[config.mk]
export PLATFORM = sky130hd
export DESIGN_NAME = mem_port_arbiter
export DESIGN_NICKNAME = d
export VERILOG_FILES = /design/src/rtl/mem_arb_pkg.sv /design/src/rtl/mem_arb_steer.sv /design/src/rtl/mem_port_arbiter.sv
export SDC_FILE = /design/constraint.sdc
export NUM_CORES = 1
export LEC_CHECK = 0
export ABC_CLOCK_PERIOD_IN_PS = 2550
export BUFFER_PORTS_ARGS = -buffer_cell sky130_fd_sc_hd__buf_2
export CAP_MARGIN = 20
export CORE_AREA = 2 2 104 106
export CTS_CLUSTER_DIAMETER = 30
export DETAILED_ROUTE_END_ITERATION = 8
export DIE_AREA = 0 0 106 108
export SKIP_LAST_GASP = 1
export SYNTH_ARGS = -nofsm -noshare
export SYNTH_HDL_FRONTEND = slang
export SYNTH_SLANG_ARGS = --single-unit
export TNS_END_PERCENT = 20
[constraint.sdc]
create_clock -name clk -period 2.55 [get_ports clk]
set_input_delay 0.51 -clock clk [delete_from_list [all_inputs] [get_ports clk]]
set_output_delay 0.51 -clock clk [all_outputs]
set_load 0.01 [all_outputs]
[src/rtl/mem_arb_pkg.sv]
// mem_arb_pkg: shared FSM states, owner encodings and counter width for mem_port_arbiter
package mem_arb_pkg;
  typedef enum logic [1:0] {IDLE, BUSY_I, BUSY_D} state_t;
  localparam logic OWN_I = 1'b0;
  localparam logic OWN_D = 1'b1;
  localparam int CNT_W = 8;
endpackage

[src/rtl/mem_arb_steer.sv]
// mem_arb_steer: steers the owner's address/wdata/we onto the memory port and gates rdata back
module mem_arb_steer
  import mem_arb_pkg::*;
(
  input  logic        busy,
  input  logic        sel_d,
  input  logic        i_rvalid,
  input  logic        d_rvalid,
  input  logic        d_we,
  input  logic [31:0] i_addr,
  input  logic [31:0] d_addr,
  input  logic [31:0] d_wdata,
  input  logic [31:0] mem_rdata,
  output logic        mem_we,
  output logic [31:0] mem_addr,
  output logic [31:0] mem_wdata,
  output logic [31:0] i_rdata,
  output logic [31:0] d_rdata
);
  logic own_d;
  assign own_d = busy & (sel_d == OWN_D);
  assign mem_we = own_d & d_we;
  assign mem_addr = !busy ? '0 : own_d ? d_addr : i_addr;
  assign mem_wdata = own_d ? d_wdata : '0;
  assign i_rdata = i_rvalid ? mem_rdata : '0;
  assign d_rdata = d_rvalid ? mem_rdata : '0;
endmodule

[src/rtl/mem_port_arbiter.sv]
// mem_port_arbiter: fetch/data arbiter for one memory port with access timeout.
// MEM_ARB_FAIR_EN selects round-robin tie-break in IDLE; otherwise data always wins ties.
module mem_port_arbiter
  import mem_arb_pkg::*;
#(
  parameter int TIMEOUT = 15
) (
  input  logic        clk,
  input  logic        reset_n,
  input  logic        i_req,
  input  logic [31:0] i_addr,
  output logic        i_gnt,
  output logic        i_rvalid,
  output logic        i_err,
  output logic [31:0] i_rdata,
  input  logic        d_req,
  input  logic        d_we,
  input  logic [31:0] d_addr,
  input  logic [31:0] d_wdata,
  output logic        d_gnt,
  output logic        d_rvalid,
  output logic        d_err,
  output logic [31:0] d_rdata,
  output logic        mem_req,
  output logic        mem_we,
  output logic [31:0] mem_addr,
  output logic [31:0] mem_wdata,
  input  logic        mem_ready,
  input  logic [31:0] mem_rdata,
  output logic        sel_d
);
  state_t st;
  logic [CNT_W-1:0] cnt;
  logic busy, done, tmo, pick_d, other, same, go, nxt_d;
  assign busy = st != IDLE;
  assign done = reset_n & busy & mem_ready;
  assign tmo = reset_n & busy & !mem_ready & (cnt == CNT_W'(TIMEOUT - 1));
`ifdef MEM_ARB_FAIR_EN
  logic last;
  assign pick_d = d_req & (!i_req | (last == OWN_I));
  always_ff @(posedge clk)
    if (!reset_n) last <= OWN_I;
    else if (go) last <= nxt_d;
`else
  assign pick_d = d_req;
`endif
  // on completion the other requester is served first, so back-to-back traffic never bubbles
  assign other = sel_d ? i_req : d_req;
  assign same = sel_d ? d_req : i_req;
  assign go = reset_n & (busy ? done & (other | same) : (i_req | d_req));
  assign nxt_d = busy ? (other ? !sel_d : sel_d) : pick_d;
  assign i_gnt = go & !nxt_d;
  assign d_gnt = go & nxt_d;
  assign i_rvalid = done & (sel_d == OWN_I);
  assign d_rvalid = done & (sel_d == OWN_D);
  assign i_err = tmo & (sel_d == OWN_I);
  assign d_err = tmo & (sel_d == OWN_D);
  assign mem_req = busy;
  always_ff @(posedge clk)
    if (!reset_n) begin
      st <= IDLE;
      sel_d <= OWN_I;
      cnt <= '0;
    end else if (go) begin
      st <= nxt_d ? BUSY_D : BUSY_I;
      sel_d <= nxt_d;
      cnt <= '0;
    end else if (done | tmo) begin
      st <= IDLE;
      cnt <= '0;
    end else if (busy) cnt <= cnt + 1'b1;
  mem_arb_steer u_steer (
    .busy(busy),
    .sel_d(sel_d),
    .i_rvalid(i_rvalid),
    .d_rvalid(d_rvalid),
    .d_we(d_we),
    .i_addr(i_addr),
    .d_addr(d_addr),
    .d_wdata(d_wdata),
    .mem_rdata(mem_rdata),
    .mem_we(mem_we),
    .mem_addr(mem_addr),
    .mem_wdata(mem_wdata),
    .i_rdata(i_rdata),
    .d_rdata(d_rdata)
  );
endmodule
**Word-level counts from Yosys, hierarchy flattened**

Cells that the tools add are included.

- Bits in registers: 11
- Word-level logic and storage cells: 43
- Input bits: 134

- Mux-type cells: 13
- Bitwise gates (word level): 19
- Equality and inequality tests: 1
- Add/sub/neg operators: 1
- Reduce and logical (&&, ||, !) cells: 6

Operators by type and width:

| operator | number |
|---|---|
| two-way mux 32 bit | 5 |
| AND 1 bit | 14 |
| adder 8 x 1 -> 8 bit, second input constant | 1 |
| == test 8 x 4 -> 1 bit, second input constant | 1 |
| two-way mux 2 bit | 3 |
| two-way mux 1 bit | 5 |
| nonzero test 2 bit | 2 |
| logical NOT 1 bit | 3 |
| OR 1 bit | 3 |
| OR reduction 3 bit | 1 |
| NOT 1 bit | 2 |

**Longest topological paths before layout**

- Word-level depth: 7
- Mapped depth: 7
- Depth with buffers taken out: 5

**Modules after synthesis**

Synthesis repeated with hierarchy kept, for this count alone.

- Cells, all modules: 251
- Area, all modules: 1,874.3 um2

Modules (own cells, without submodules):

| module | area an instance (um2) | times used | sequential area each (um2) | cells each |
|---|---|---|---|---|
| mem_arb_steer | 1,248.7 | 1 | 0.0 | 181 |
| mem_port_arbiter | 625.6 | 1 | 220.2 | 70 |

**Worst setup path before layout**

Ideal clock, no wire load.

- Path type: flip-flop to output port
- Start point: reg cnt[0]
- End point: out i_err
- Slack: 0.364 ns
- Path buffers: 0
- Arrival time: 1.676 ns
- Cell stages (with the launch flop): 6
- Path through: dfxtp_1 -> inv_1 -> ha_1 -> or4b_4 -> or3_4 -> nor3_1

- Word-level cells in the longest chain between the ends: 3

RTL lines:

| what | RTL line | RTL |
|---|---|---|
| start: declaration | mem_port_arbiter.sv:33 | `logic [CNT_W-1:0] cnt;` |
| start signal: assignment | mem_port_arbiter.sv:71 | `end else if (busy) cnt <= cnt + 1'b1;` |
| == test 8 x 4 -> 1 bit | mem_port_arbiter.sv:37 | `assign tmo = reset_n & busy & !mem_ready & (cnt == CNT_W'(TIMEOUT - 1));` |
| AND 1 bit | mem_port_arbiter.sv:37 |  |
| AND 1 bit | mem_port_arbiter.sv:56 | `assign i_err = tmo & (sel_d == OWN_I);` |
| end: declaration | mem_port_arbiter.sv:14 | `output logic i_err,` |

Every way passes these cells.

**Final worst setup path**

Ends and elaborated chain as after synthesis.

==> run_results.csv <==
group,metric,value,unit
sta,max_slew_margin,63.9,%
placed_design,placed_cell_area,3260,µm²
placed_design,place_ws,0.232,ns
grt,met2_usage,23.2,%
yosys,synthTopCellsByArea,"and2_1 (23%), mux2i_1 (18%), dfxtp_1 (12%), and3_1 (12%), nor2_1 (7.9%)",
pwr,swShare,38.6,%
yosys,synth_top_family_by_area,"simple AND/OR/NAND/NOR gates",
clock_network,clock_path_buffers,2,
yosys,async_flop_share,0,%
finish,area_growth,87.2,%
finish,multiInputGateArea,1450,µm²
critical_path,crit_fanout,4,
yosys,yosys.area_share.simple,49.4,%
clock_network,cts_root_buffer,"clkbuf_8",
yosys,ys_seq_area_share,12.5,%
critical_path,endpoint_kind,"primary output",
min_path,hp-class,"flop to flop",
sta,period_needed,2.46,ns
critical_path,worstSetupStartpointType,"flop",
grt,grt_pass1_wl,11.6,mm
yosys,synthMuxAreaShare,18.1,%
critical_path,reg2reg_slack,0.73,ns
clock_network,cts_tree,"built",
yosys,avgSynthCellArea,6.96,µm²
grt,grt_util_all_layers,12.5,%
yosys,synth_xor_area_share,1.49,%
sta,setup-violations-final,0,
yosys,syn_inst,254,
grt,globalRouteMet3Util,1.93,%
sta,worstMarginPinSlew,0.535,ns
floorplan,die_h,108,µm
min_path,whs_endpoint,"cnt[7]",
sta,rsz0062_at_grt,"false",
status,status,"finished clean",
floorplan,rows,37,
yosys,synth.top_cell.area_share,23.0,%
grt,top_usage_layer,"met2",
yosys,synth_edf_count,0,
yosys,synth_cell_type_count,39,
yosys,synth_compound_area_share,11.3,%
drt,drt_iter0_markers,176,
floorplan,ioPinCount,271,
finish,finish.utilization,32.3,%
floorplan,die_area,11400,µm²
grt,use_met1,15.0,%
critical_path,crit_arrival,1.95,ns
finish,nets,648,
drt,routed_via_density,4.30,
finish,register_area,221,µm²
finish,stdcell_area,3310,µm²
sta,tns,0,ns
clock_network,cts_sinks,11,
yosys,synth_ff_type,"dfxtp_1",
sta,maxSlewViolCount,0,
clock_network,clk_pin_slew_worst_paths,0.05,ns
pwr,seq_power_share,23.1,%
min_path,worstHoldPathCells,2,
floorplan,die-width,106,µm
sta,worst_slack,0.0905,ns
drt,wl_per_cell,12.6,µm
min_path,hp-start,"cnt[7]",
pwr,combPwrFrac,55.7,%
grt,antenna_found_initial,3,
grt,grt_pass1_vias,2382,
pwr,power_density,254,nW/µm²
clock_network,cts.hold.buffers_added,0,
pwr,ir_drop,0.112,mV
critical_path,crit_type,"flop to primary output",
yosys,yosys_warnings,0,
grt,grt_max_degree,58,
sta,hold_violations,0,
yosys,synth-seq-cells,11,
clock_network,cts_made_buffers,3,
finish,fillers,1087,
finish,drive_gt1_share,56.4,%
clock_network,postCtsSetupBuffers,0,
yosys,synth_nets,390,
sta,period_share,96.4,%
pwr,internal_power,0.515,mW
yosys,synth_top_area_cell,"and2_1",
floorplan,start_util,17.3,%
grt,overflow,0,
pwr,p_leak,2.09,nW
job,cap_violations,0,
pwr,power_frac_clock,21.3,%
clock_network,clkLatencyLatePin,0.24,ns
placed_design,dpl.hpwl,7.00,mm
drt,route.detailed.drc,0,
drt,drt-total-wl,8.13,mm
drt,firstDrtPassIters,4,
drt,antenna_left,0,
yosys,synthAdderAreaFrac,1.42,%
critical_path,ff2ff_path_depth,5,
critical_path,critPathRequiredTime,2.04,ns
critical_path,reg2reg_to,"cnt[5]",
placed_design,place.gp.congestion,0.757,
pwr,switching_power,0.324,mW
floorplan,coreArea,10200,µm²
critical_path,r2r_start,"cnt[0]",
sta,fin_skew,0.00281,ns
drt,num_vias,2787,
sta,clock.fmax,407,MHz
clock_network,cts-htree-levels,1,
yosys,syn-cell-area,1770,µm²
placed_design,io_buffers,270,
[worst max path at each step]
| stage | start | to | slack, ns | cells after the start |
|---|---|---|---|---|
| after floorplan | cnt[0] | i_err | 0.36 | 5 |
| after global placement | cnt[0] | i_err | 0.30 | 6 |
| after detailed placement | cnt[0] | i_err | 0.23 | 6 |
| after CTS | cnt[0] | i_err | 0.02 | 6 |
| after global routing | cnt[0] | i_err | 0.002 | 6 |
| final | cnt[0] | i_err | 0.09 | 6 |
[final cells by class]
type	count	area share, %
multi-input cells	217	43.8
repair buffers	276	42.6
flip-flops and latches	11	6.69
well taps	136	5.14
clock buffers	4	1.36
inverters	3	0.340
diodes	1	0.0756
[synth_stat cells, types with 3 or more instances]
master    count
and2_1       65
nor2_1       37
and3_1       34
mux2i_1      32
clkbuf_1     18
dfxtp_1      11
o21ai_0       6
a22oi_1       4
buf_2         4
a21boi_0      3
a21oi_1       3
inv_1         3
nand2_1       3
nand3_1       3
[per-stage QoR]
stage / power, mW / std cells / hold WS (ns)
4_1_cts: 0.848 / 647 / 0.502
3_5_place_dp: 0.666 / 643 / 0.493
6_report: 0.839 / 648 / 0.504
2_1_floorplan: 0.433 / 254 / 0.459
3_3_place_gp: 0.658 / 643 / 0.472
5_1_grt: 0.897 / 648 / 0.520
[worst max-delay path: stages (launching register included)]
cell and delay, ns:
dfxtp_1 0.34, inv_1 0.10, ha_1 0.14, or4b_4 0.47
or3_4 0.38, nor3_2 0.12, buf_2 0.16
[state kept, by name, summed over array words and instances, names as in the netlist]
| register | cells |
|---|---|
| cnt | 8 |
| st | 2 |
| sel_d | 1 |
[repair_timing]
item                                    in CTS  in global routing
endpoints found under the setup margin       1                  2
pin swaps                                    0                  1
resized for setup                            1                  0
[power groups by stage]
stage          logic, mW  registers, mW  clock network, mW
2_1_floorplan      0.249          0.185                  0
3_3_place_gp       0.463          0.195                  0
3_5_place_dp       0.471          0.195                  0
4_1_cts            0.473          0.192              0.182
5_1_grt            0.513          0.194              0.190
6_report           0.467          0.193              0.179
[metal layers]
layer / vias to the layer above / part of all wire (%)
met5: - / 0
li1: 1380 / -
met3: 6 / 9.4
met2: 184 / 51
met4: 0 / 1.3
met1: 1217 / 38
[kinds of logic (layout without fill, tap and decap cells)]
family | count (synthesis) | in the layout
XOR/XNOR | 3 | 3
buffers and inverters | 26 | 283
multiplexers | 32 | 32
other | 0 | 1
adder cells (fa/ha/maj) | 2 | 2
AND/OR/NAND/NOR | 154 | 154
flip-flops | 11 | 11
AO/OA/AOI/OAI | 26 | 26
[cells in the final DEF, fill, tap and decap left out, drive strengths merged, types with 3 or more instances in the layout]
master / instances
nor2: 38
nand3: 3
a21oi: 3
dfxtp: 11
and2: 65
nand2: 3
or3: 4
a21boi: 3
and3: 34
clkbuf: 4
inv: 3
o21ai: 6
mux2i: 32
buf: 276
a22oi: 4
Note: power is estimated with default switching activity, not from simulation.
